--- config.mk ---
export PLATFORM = sky130hd
export DESIGN_NAME = digit_serial_adder
export DESIGN_NICKNAME = d
export VERILOG_FILES = /design/src/rtl/digit_serial_adder_pkg.sv /design/src/rtl/digit_serial_adder_cla_digit_slice.sv /design/src/rtl/digit_serial_adder.sv
export SDC_FILE = /design/constraint.sdc
export NUM_CORES = 1
export LEC_CHECK = 0
export ABC_CLOCK_PERIOD_IN_PS = 1700
export CAP_MARGIN = 5
export CORE_AREA = 3 3 88 90
export CTS_CLUSTER_SIZE = 8
export DETAILED_ROUTE_END_ITERATION = 7
export DIE_AREA = 0 0 91 93
export GPL_TIMING_DRIVEN = 0
export PLACE_DENSITY = 0.63
export SYNTH_ARGS = -nofsm -noshare
export SYNTH_HDL_FRONTEND = slang
export SYNTH_HIERARCHICAL = 1
export SYNTH_SLANG_ARGS = --single-unit
--- constraint.sdc ---
create_clock -name clk -period 1.7 [get_ports clk]
set_clock_uncertainty 0.15 [all_clocks]
set_input_delay 0.255 -clock clk [delete_from_list [all_inputs] [get_ports clk]]
set_output_delay 0.255 -clock clk [all_outputs]
set_load 0.02 [all_outputs]
--- src/rtl/digit_serial_adder_pkg.sv ---
// Shared definitions for the digit-serial adder: digit width, FSM state
// encoding and the digit-counter width helper.
package digit_serial_adder_pkg;

  // Bits consumed per clock by the carry-look-ahead slice.
  localparam int DIGIT_W = 2;

  typedef enum logic [1:0] {
    IDLE = 2'd0,
    RUN  = 2'd1,
    FIN  = 2'd2
  } state_e;

  // Width of the digit counter: clog2 of the digit count, never below 1 bit
  // so that a single-digit adder still has a legal counter vector.
  function automatic int cnt_width(input int width);
    int n;
    n = $clog2(width / DIGIT_W);
    return (n < 1) ? 1 : n;
  endfunction

endpackage

--- src/rtl/digit_serial_adder_cla_digit_slice.sv ---
// cla_digit_slice: purely combinational 2-bit carry-look-ahead adder slice.
// Per-bit generate/propagate feed a look-ahead carry chain; sum = P ^ carry.
module cla_digit_slice
  import digit_serial_adder_pkg::*;
(
  input  logic [DIGIT_W-1:0] a,
  input  logic [DIGIT_W-1:0] b,
  input  logic               cin,
  output logic [DIGIT_W-1:0] s,
  output logic               cout
);

  logic [DIGIT_W-1:0] g;
  logic [DIGIT_W-1:0] p;
  logic [DIGIT_W-1:0] c;   // carry into each bit of the digit

  genvar gi;
  generate
    for (gi = 0; gi < DIGIT_W; gi++) begin : g_gp
      assign g[gi] = a[gi] & b[gi];
      assign p[gi] = a[gi] ^ b[gi];
      assign s[gi] = p[gi] ^ c[gi];
    end
  endgenerate

  // Look-ahead carries expressed directly from G/P and the incoming carry.
  assign c[0] = cin;
  assign c[1] = g[0] | (p[0] & cin);
  assign cout = g[1] | (p[1] & c[1]);

endmodule

--- src/rtl/digit_serial_adder.sv ---
// digit_serial_adder: adds two WIDTH-bit operands one 2-bit digit per clock,
// LSB digit first, reusing a single cla_digit_slice with a registered carry.
// Optional macro DIGIT_SERIAL_OVERFLOW_EN adds a signed-overflow output OVF.
module digit_serial_adder
  import digit_serial_adder_pkg::*;
#(
  parameter int WIDTH = 16
)(
  input  logic             clk,
  input  logic             rst,
  input  logic             start,
  input  logic [WIDTH-1:0] A,
  input  logic [WIDTH-1:0] B,
  input  logic             CIN,
  output logic             BUSY,
  output logic             DONE,
  output logic [WIDTH-1:0] SUM,
  output logic             COUT
`ifdef DIGIT_SERIAL_OVERFLOW_EN
  ,
  output logic             OVF
`endif
);

  localparam int CNT_W = cnt_width(WIDTH);
  localparam logic [CNT_W-1:0] LAST_CNT = CNT_W'(WIDTH / DIGIT_W - 1);

  state_e             state_q, state_d;
  logic [WIDTH-1:0]   a_q, a_d;
  logic [WIDTH-1:0]   b_q, b_d;
  logic [WIDTH-1:0]   sum_q, sum_d;
  logic               carry_q, carry_d;
  logic               cout_q, cout_d;
  logic [CNT_W-1:0]   cnt_q, cnt_d;
`ifdef DIGIT_SERIAL_OVERFLOW_EN
  logic               a_msb_q, a_msb_d;
  logic               b_msb_q, b_msb_d;
  logic               ovf_q, ovf_d;
`endif

  logic [DIGIT_W-1:0] slice_sum;
  logic               slice_cout;
  logic [WIDTH+DIGIT_W-1:0] sum_shift;
  logic               accept;

  cla_digit_slice u_slice (
    .a    (a_q[DIGIT_W-1:0]),
    .b    (b_q[DIGIT_W-1:0]),
    .cin  (carry_q),
    .s    (slice_sum),
    .cout (slice_cout)
  );

  // New digit enters the accumulator from the top; written this way so it
  // stays legal even when WIDTH equals one digit.
  assign sum_shift = {slice_sum, sum_q} >> DIGIT_W;

  // A start is honoured whenever no digits are in flight (IDLE or FIN).
  assign accept = start && (state_q != RUN);

  // Next-state and datapath update for the whole block.
  always_comb begin
    state_d = state_q;
    a_d     = a_q;
    b_d     = b_q;
    sum_d   = sum_q;
    carry_d = carry_q;
    cout_d  = cout_q;
    cnt_d   = cnt_q;
`ifdef DIGIT_SERIAL_OVERFLOW_EN
    a_msb_d = a_msb_q;
    b_msb_d = b_msb_q;
    ovf_d   = ovf_q;
`endif

    case (state_q)
      RUN: begin
        sum_d   = sum_shift[WIDTH-1:0];
        carry_d = slice_cout;
        a_d     = a_q >> DIGIT_W;
        b_d     = b_q >> DIGIT_W;
        cnt_d   = cnt_q + CNT_W'(1);
        if (cnt_q == LAST_CNT) begin
          state_d = FIN;
          cout_d  = slice_cout;
`ifdef DIGIT_SERIAL_OVERFLOW_EN
          // Carry into the MSB recovered from the final sum MSB and operand MSBs.
          ovf_d   = (a_msb_q ^ b_msb_q ^ slice_sum[DIGIT_W-1]) ^ slice_cout;
`endif
        end
      end
      default: begin
        // IDLE and FIN behave identically apart from FIN always leaving.
        state_d = IDLE;
        if (accept) begin
          state_d = RUN;
          a_d     = A;
          b_d     = B;
          carry_d = CIN;
          cnt_d   = '0;
`ifdef DIGIT_SERIAL_OVERFLOW_EN
          a_msb_d = A[WIDTH-1];
          b_msb_d = B[WIDTH-1];
`endif
        end
      end
    endcase
  end

  // State and datapath registers with synchronous reset.
  always_ff @(posedge clk) begin
    if (rst) begin
      state_q <= IDLE;
      a_q     <= '0;
      b_q     <= '0;
      sum_q   <= '0;
      carry_q <= 1'b0;
      cout_q  <= 1'b0;
      cnt_q   <= '0;
`ifdef DIGIT_SERIAL_OVERFLOW_EN
      a_msb_q <= 1'b0;
      b_msb_q <= 1'b0;
      ovf_q   <= 1'b0;
`endif
    end else begin
      state_q <= state_d;
      a_q     <= a_d;
      b_q     <= b_d;
      sum_q   <= sum_d;
      carry_q <= carry_d;
      cout_q  <= cout_d;
      cnt_q   <= cnt_d;
`ifdef DIGIT_SERIAL_OVERFLOW_EN
      a_msb_q <= a_msb_d;
      b_msb_q <= b_msb_d;
      ovf_q   <= ovf_d;
`endif
    end
  end

  // BUSY and DONE are pure state decodes, so reset clears them immediately.
  assign BUSY = (state_q == RUN);
  assign DONE = (state_q == FIN);
  assign SUM  = sum_q;
  assign COUT = cout_q;
`ifdef DIGIT_SERIAL_OVERFLOW_EN
  assign OVF  = ovf_q;
`endif

endmodule

# == Word level (Yosys, flattened, before mapping) ==
# Cells that the tools add are included.
# word_totals
reg_bits,55
elab_cells,40
out_inout_bits,19
input_bits,36
# op_classes
eq_ne,5
bitwise,10
reduce_logical,4
n_mux,11
addsub,1
# op_table
cell,n
$mux 14,4
$mux 3,2
$and 1x1->1,4
$mux 2,2
$ne 2x1->1 const B,2
$xor 1x1->1,4
$add 3x1->3 const B,1
$eq 3x3->1 const B,1
$mux 1,3
$eq 2x1->1 const B,1
$eq 2x2->1 const B,1
$or 1x1->1,2
$reduce_and 2->1,1
$reduce_bool 2->1,1
$reduce_or 2->1,1
$logic_and 1x1->1,1

# == Logic depth before layout (Yosys ltp) ==
# logic_depth
depth_word,6
ltp_mapped,6

# == Hierarchy ==
# The synthesis kept the hierarchy.
# by_module_without_submodules
module,area_per_inst_um2,seq_area_each_um2,instances,cells_per_inst
digit_serial_adder,2368.5,1101.1,1,241
cla_digit_slice,70.1,0.0,1,10

# == Worst setup path before layout ==
# No wires, ideal clock.
# synth_timing
path_kind,reg2reg
from,register a_q[0]
to,"register sum_q[15], in the netlist SUM[15]"
stages_incl_launch_ff,7
setup_slack_ps,44
arrival_time_ps,1374
period_less_slack_ps,1656
required_time_ps,1418
path_cell_list,dfxtp_1 inv_1 fa_1 fa_1 inv_1 nand2_1 a21oi_1
# synth_between
elab_chain_cells,4
word_cells_on_any_way,5
# synth_lines
item,line_no,text
from (decl),digit_serial_adder.sv:29,"logic [WIDTH-1:0] a_q, a_d;"
from (signal assigned),digit_serial_adder.sv:114,a_q <= '0;
from (signal assigned),digit_serial_adder.sv:127,a_q <= a_d;
$xor 1x1->1,digit_serial_adder_cla_digit_slice.sv:21,assign p[gi] = a[gi] ^ b[gi];
$and 1x1->1,digit_serial_adder_cla_digit_slice.sv:28,assign c[1] = g[0] | (p[0] & cin);
$or 1x1->1 *,digit_serial_adder_cla_digit_slice.sv:28,
$xor 1x1->1 *,digit_serial_adder_cla_digit_slice.sv:22,assign s[gi] = p[gi] ^ c[gi];
net slice_sum[1],digit_serial_adder.sv:41,logic [DIGIT_W-1:0] slice_sum;
to (signal assigned),digit_serial_adder.sv:129,sum_q <= sum_d;
to (decl),digit_serial_adder.sv:31,"logic [WIDTH-1:0] sum_q, sum_d;"
# Mark *: on every way through the listed nets, which the timed path passes. The rest lies on a longest branch.
# A chain may end at the register's enable or synchronous reset.

# == Final worst setup path ==
# layout_timing
from,register carry_q
to,"register sum_q[15], in the netlist SUM[15]"
# layout_between
elab_chain_cells,3
# layout_lines
item,line_no,text
from (decl),digit_serial_adder.sv:32,"logic carry_q, carry_d;"
from (signal assigned),digit_serial_adder.sv:130,carry_q <= carry_d;
$and 1x1->1,digit_serial_adder_cla_digit_slice.sv:28,
$or 1x1->1,digit_serial_adder_cla_digit_slice.sv:28,
$xor 1x1->1,digit_serial_adder_cla_digit_slice.sv:22,
net slice_sum[1],digit_serial_adder.sv:41,
# The timed path passes the listed nets, and every way through them passes these cells.

==> results.tsv <==
metric	value	unit
status	finished, final reports clean	
fillers	720	
core_area	0.00714	mm²
synthAdderAreaFrac	2.67	%
setup_viol	0	
period_share	99.0	%
yosysUniqueCellTypes	22	
fin_cells	413	
async_reset_ff_share	0	%
hold_violations	0	
tns	0	ns
drtAntennaViolNets	0	
peakVddDrop	309	µV
grt_most_used_layer	met2	
utilization	45.2	%
dp_cells	402	
ys_ff_latch	55	
path_class	reg -> reg	
clk_pin_slew_worst_paths	0.10	ns
synth_compound_area_share	17.3	%
synth_edf_count	0	
synth_top_area_cell	dfxtp_1	
slew_violations	0	
regToRegSetupSlack	0.02	ns
multi_input_area	0.00115	mm²
drt-initial-drc-count	102	
synth_top_area_share	45.2	%
cp_top_family	adder cells	
avgSynthCellArea	9.72	µm²
area_growth	32.4	%
slowest_stage	fa_1	
grt_antenna_before_repair	0	
layout-drive-gt1-share	18.5	%
route.detailed.drc	0	
rsz0062_at_grt	yes	
startpoint_type	register	
synth_top_family_by_area	compound AO/OA/AOI/OAI gates	
synthFlopType	dfxtp_1	
fin_area	0.00323	mm²
dr.pass1.iters	4	
fp.dieH	93	µm
grt_pass1_vias	1870	
relSlewSlack	52.2	%
p_total	2.79	mW
grt_usage	13.5	%
slowest_delay	0.48	ns
cp-startpoint	carry_q	
start_util	34.2	%
path_buf_inv	2	
cts-root-buf	clkbuf_8	
grt_max_degree	18	
cap_violations	0	
h-tree-depth	2	
synthSimpleGateAreaFrac	13.4	%
routedWlPerCell	13.5	µm
port-buffer-count	52	
clkSinkCount	55	
die_w	91	µm
register_area	0.00111	mm²
cp.required	1.74	ns
io_pins	55	
worst_pin_slew	0.718	ns
arrival	1.72	ns
hold_slack	0.0979	ns
fin_ws	0.0165	ns
end_kind	register	
synth.net_count	291	
dp_hpwl	3930	µm
numCtsBuffers	5	
hp-class	in -> reg	
ys_warn_count	6	
row_count	31	
hold_depth	2	
cts_tree	yes	
routabilityCongestion	0.744	
crit_cells	6	
vias_per_cell	4.60	
synth_area_leaders	dfxtp_1 (45%), mux2i_1 (14%), a211oi_2 (10%)	
drt_wl_total	5590	µm
cp_max_fo	2	
gr-usage-met2	20.7	%
diodes	0	
cp_cell_sequence	inv_2, fa_2, fa_1, inv_1, nand2_1, a21oi_1	
p_leak	1.41	nW
dp_slack	-0.180	ns
place_area	0.00308	mm²
die_area	0.00846	mm²
final_nets	353	
cp-endpoint	SUM[15]	
use_met3	2.98	%
ys_seq_area_share	45.2	%
overflow	0	
rr_startpoint	carry_q	
reg2reg_depth	6	
use_met1	19.1	%
synth_xor_area_share	0	%
fmax	594	MHz
p_per_area	863	mW/mm²
grt_pass1_wl	9290	µm
synth_cells	251	
regToRegEndpoint	SUM[15]	
synth.most_common_cell	dfxtp_1	
insertion_delay	0.31	ns
vias	1898	
synth_top_cells_by_count	dfxtp_1 (55), nand2_1 (36), mux2i_1 (33), nor2_1 (30), a21oi_1 (21)	
clockBufferDepth	2	
period_needed	1.68	ns
synthesis.area	0.00244	mm²
synth.mux.area_fraction	13.5	%
worst min path at each step:
stage	startpoint	endpoint	slack (ns)
2_1_floorplan	A[14]	a_q[14]	0.30
3_3_place_gp	SUM[1]	SUM[1]	0.30
3_5_place_dp	SUM[0]	SUM[0]	0.30
4_1_cts	rst	b_q[8]	0.09
5_1_grt	rst	b_q[8]	0.13
6_report	rst	b_q[8]	0.1
layer usage:
metal  vias to the layer above  part of all wire (%)  wire [µm]
met5                         -                     0          0
met4                         0                   1.0         57
met3                         4                   3.4        188
met2                        34                    47       2640
met1                       876                    48       2700
li1                        984                     -          -
state kept, by name, summed over array words and instances (netlist names):
register and cells:
COUT 1, carry_q 1, state_q 2, a_q 16
SUM 16, b_q 16, cnt_q 3
worst register-to-register path: stages, from the launching register on:
cell and delay, ns:
dfxtp_2 0.34, inv_2 0.04, fa_2 0.38, fa_1 0.48
inv_1 0.04, nand2_1 0.06, a21oi_1 0.06
cell usage in the layout (no fill, tap or decap), drive strengths merged:
cell           count
clkdlybuf4s50     33
nor2              30
nor3               4
clkbuf             7
nand3b             4
nand2             36
a211oi            29
bufinv             1
dlymetal6s2s       4
inv                9
nor2b              1
nand3              1
dfxtp             55
ha                 2
buf               23
fa                 2
clkinv             2
dlygate4sd2       14
mux2i             33
nand2b             3
a21oi             21
layout make-up:
cell class              instances  area share, %
flip-flops and latches         55           34.3
clock inverters                 3           1.36
multi-input cells             166           35.6
clock buffers                   5           2.13
well taps                      99           3.84
plain buffers                  21           5.04
repair buffers                 55           16.6
inverters                       9           1.20
power by group:
group	total, mW	internal [mW]	switching (mW)
clock network	0.878	0.439	0.439
registers	1.42	1.37	0.0471
logic	0.490	0.245	0.245
logic make-up (layout without fill, tap and decap cells):
| kind of cell | Yosys count | in the layout |
|---|---|---|
| simple gates | 79 | 79 |
| mux | 33 | 33 |
| flops | 55 | 55 |
| fa+ha+maj | 4 | 4 |
| compound gates | 50 | 50 |
| buf+inv | 30 | 93 |
timing repair:
action,4_1_cts,5_1_grt
hold buffers,0,0
resized for setup,28,7
endpoints found under the setup margin,18,7
buffers inserted,1,2
cloned,0,0
pin swaps,1,1
Note: power is estimated with default switching activity, not from simulation.
